$ cat src/rtl/register_file_pkg.sv
`default_nettype none
// ============================================================================
// Module      : register_file_pkg
// Description : Shared datapath constants and types for the register file.
//               The decoder and the ALU also use these constants and types.
//               RF_DATA_W - register / data-port width
//               RF_DEPTH  - number of registers
//               RF_ADDR_W - address width, equal to clog2(RF_DEPTH)
// Revision    : 1.0 - initial release
// ============================================================================
package register_file_pkg;

    localparam int RF_DATA_W = 4;
    localparam int RF_DEPTH  = 8;
    localparam int RF_ADDR_W = 3;

    typedef logic [RF_DATA_W-1:0] rf_data_t;
    typedef logic [RF_ADDR_W-1:0] rf_addr_t;

endpackage : register_file_pkg
`default_nettype wire

$ cat src/rtl/register_file.sv
`default_nettype none
// ============================================================================
// Module      : register_file
// Description : DEPTH x DATA_W register file. It has two combinational read
//               ports and one synchronous write port. Every entry, including
//               address 0, is a normal read/write register. There is no
//               write-to-read bypass.
// Ports       : RF_d1 / RF_d2   - read data for ports 1 and 2 (combinational)
//               RF_ad1 / RF_ad2 - read addresses for ports 1 and 2
//               RF_wa           - write address
//               RF_we           - write enable, active high
//               RF_wd           - write data
//               clk             - rising-edge clock for writes
//               rst             - asynchronous active-low reset; it clears
//                                 all registers
// Revision    : 1.0 - initial release
// ============================================================================
module register_file
    import register_file_pkg::*;
#(
    parameter int DATA_W = RF_DATA_W,
    parameter int DEPTH  = RF_DEPTH,
    parameter int ADDR_W = RF_ADDR_W
) (
    output logic [DATA_W-1:0] RF_d1,
    output logic [DATA_W-1:0] RF_d2,
    input  logic [ADDR_W-1:0] RF_ad1,
    input  logic [ADDR_W-1:0] RF_ad2,
    input  logic [ADDR_W-1:0] RF_wa,
    input  logic              RF_we,
    input  logic [DATA_W-1:0] RF_wd,
    input  logic              clk,
    input  logic              rst
);

    logic [DATA_W-1:0] r_regs [DEPTH];
    logic [DEPTH-1:0]  w_wr_sel;

    // One-hot write decode. At most one entry is selected, and only when
    // RF_we is high.
    always_comb begin
        w_wr_sel = '0;
        if (RF_we) begin
            w_wr_sel[RF_wa] = 1'b1;
        end
    end

    // Each entry has its own flop group. The reset is asynchronous, so while
    // rst is low the reads return 0 with no clock edge. A write that shares
    // an edge with an active reset is dropped.
    for (genvar g = 0; g < DEPTH; g++) begin : g_reg
        always_ff @(posedge clk or negedge rst) begin
            if (!rst) begin
                r_regs[g] <= '0;
            end else if (w_wr_sel[g]) begin
                r_regs[g] <= RF_wd;
            end
        end
    end

    // The read muxes see only stored state. A same-cycle write to the address
    // being read shows up only after the edge.
    assign RF_d1 = r_regs[RF_ad1];
    assign RF_d2 = r_regs[RF_ad2];

endmodule : register_file
`default_nettype wire

$ cat config.mk
export PLATFORM = sky130hd
export DESIGN_NAME = register_file
export DESIGN_NICKNAME = d
export VERILOG_FILES = /design/src/rtl/register_file_pkg.sv /design/src/rtl/register_file.sv
export SDC_FILE = /design/constraint.sdc
export NUM_CORES = 1
export LEC_CHECK = 0
export ABC_AREA = 0
export CORE_ASPECT_RATIO = 1.1
export CORE_MARGIN = 3
export CORE_UTILIZATION = 55
export CTS_CLUSTER_DIAMETER = 40
export DETAILED_ROUTE_END_ITERATION = 12
export DONT_BUFFER_PORTS = 1
export GPL_ROUTABILITY_DRIVEN = 0
export HOLD_SLACK_MARGIN = 0.08
export PLACE_DENSITY = 0.71
export SETUP_SLACK_MARGIN = 0.4
export SLEW_MARGIN = 5
export SYNTH_ARGS = -nofsm -noshare
export SYNTH_HDL_FRONTEND = slang
export SYNTH_SLANG_ARGS = --single-unit
$ cat constraint.sdc
create_clock -name clk -period 1.4 [get_ports clk]
set_input_delay 0.28 -clock clk [delete_from_list [all_inputs] [get_ports clk]]
set_output_delay 0.28 -clock clk [all_outputs]
set_load 0.02 [all_outputs]
==> metrics <==
status=complete, but fails checks; failing checks=setup timing; drt pass-1 iters=4; Post-DP HPWL=2.62 mm; Cell variety after synth=9; CP required=1.12 ns; root buf cell=clkbuf_4; Post-Route WL=3.79 mm; Hold Path Sink=r_regs[20]; grt ovf=0; leakage=0.878 nW; worst skew pair latency=0.32 ns; Die H=65.9 µm; post-synthesis compound-gate area fraction=0; worst hold path type=in2reg; Max Clock Freq=0.547 GHz; register area share after synthesis=0.446; core area=3070 µm²; Multi-input gate area=995 µm²; fin crit share=1.31; Crit Path Class=reg2out; Worst Min Path Start=RF_wd[0]; Std-Cell Rows=21; CTS max path bufs=2; pre-CTS setup slack=-0.0609 ns; XOR/XNOR share of the synthesized area=0; layout net count=137; Clock transition at path regs=0.10 ns; Layout Skew=0 ns; Worst Path Max Fanout=3; Yosys warnings=0; initial drt markers=43; TritonCTS Sinks=32; CP arrival=1.55 ns; Metal-1 WL=1.51 mm; main combinational cell family by area after synthesis=multiplexers; mapped cell area=1800 µm²; mux share of post-synthesis cell area=0.485; vias in the first global route=1,077; synth-to-layout area growth=14.4%; CP startpoint kind=flip-flop; initial antenna violation count=0; final setup margin=-0.428 ns; R2R setup slack=0.38 ns; RR Startpoint=r_regs[13]; Syn Inst Count=100; CTS tree=done; largest net degree at the start of global routing=33; first-pass GRT wire length=5.65 mm; R2R cell count=3; hold_ws=0.102 ns; fin. max-slew vios=0; final hold violation count=0; initial core utilization=0.584; full die area=3990 µm²; Filler cells=222; Least-Margin Pin Slew=0.335 ns; DR WL/cell=24.4 µm; Top Layer Used=met4; I/O pins=24; DR vias/cell=6.77; Peak VDD IR=0.000965 V; WHS Path Cells=1; H-tree lvl count=2; R2R Path End=r_regs[13]; Max-cap violations=0; crit path capture type=output pin; Net Count, Synth=116; CTS buffer count=5; Synth Area in Adders=0; share of cells above drive strength 1=0.645; simple-gate share of the synthesized area=0.0523; Top Registers=r_regs (32); Avg Cell Area, Syn=18.0 µm²; n_diodes=0; Tmin final=1.83 ns; met3 WL=260 µm; DIE WIDTH=60.5 µm; Final ANT Viol Nets=0; Worst slew margin=0.776; port buffer count=0; flip-flop count of the largest register after layout=32; vias after detailed routing=1,049; PD cells=1280 nW/µm²; Synth Register Bits=32; Biggest register=r_regs; Seq. cell area=801 µm²; Final setup viols=8; RSZ-0062 raised after global routing=yes; Total GRT Usage=0.208; Met2 Wirelength=2.00 mm; DRC=0
==> Yosys cell counts <==
cell type	instances	area (µm²)
mux2_2	40	450
dfrtp_1	32	801
mux4_1	16	420
and4bb_2	3	37.5
nand4b_1	3	26.3
buf_6	2	22.5
clkbuf_1	2	7.51
nand4_1	1	6.26
nor4b_4	1	23.8
==> through the flow <==
step           setup TNS, ns  instance area (µm²)  power [mW]  utilization  instances
3_3_place_gp          -0.307                 1890        2.05        0.615        137
5_1_grt                -3.63                 2050        2.77        0.668        155
3_5_place_dp          -0.415                 1890        2.09        0.615        137
4_1_cts                -3.33                 1950        2.58        0.635        146
2_1_floorplan         -0.478                 1850        1.94            -        100
6_report               -3.24                 2050        2.64        0.668        155
==> worst max-delay path by stage <==
stage,from,to,slack (ns),depth (start not counted)
after floorplan,RF_ad1[0],RF_d1[0],-0.06,3
after global placement,r_regs[11],RF_d2[3],-0.05,2
after detailed placement,r_regs[8],RF_d1[0],-0.06,2
after CTS,r_regs[12],RF_d1[0],-0.43,2
after global routing,r_regs[12],RF_d1[0],-0.47,2
final,r_regs[28],RF_d1[0],-0.43,2
==> power breakdown <==
part / switching, mW / internal, mW / total [mW]
Clock: 0.295 / 0.185 / 0.480
Sequential: 0.154 / 1.13 / 1.28
Combinational: 0.278 / 0.596 / 0.874
Total: 0.727 / 1.91 / 2.64
==> critical path, cell delays in order, from the launching register on <==
cell and delay [ns]:
dfrtp_1 0.42, mux4_2 0.48, mux2_4 0.32
==> what timing repair did <==
action	CTS	global route
gates resized for setup	0	2
cloned	0	0
endpoints found under the setup margin	8	9
pin swaps	0	0
buffers inserted	2	2
endpoints found under the hold margin	32	47
==> metal layers <==
layer / global-route usage / vias up
met1: 0.272 / 572
met3: 0.0762 / 2
met2: 0.338 / 29
li1: - / 446
met5: 0 / -
met4: 0.0325 / 0
==> cell families after synthesis <==
kind of cell / Yosys count
multiplexers: 56
buffers and inverters: 4
AND/OR/NAND/NOR: 8
flip-flops: 32
==> layout make-up <==
| class | instances | share of cell area |
|---|---|---|
| tap | 34 | 0.0207 |
| timing repair buffer | 18 | 0.0828 |
| multi-input combinational | 64 | 0.484 |
| clock inverter | 1 | 0.00244 |
| sequential | 32 | 0.390 |
| clock buffer | 6 | 0.0201 |
==> layout by cell type (no fill, tap or decap), drive strengths merged <==
cell	netlist	routed
mux2	40	40
dfrtp	32	32
mux4	16	16
buf	2	12
dlygate4sd3	0	6
clkbuf	2	6
nand4b	3	3
and4bb	3	3
nand4	1	1
nor4b	1	1
clkinv	0	1
Power figures use the tool's default switching activity.
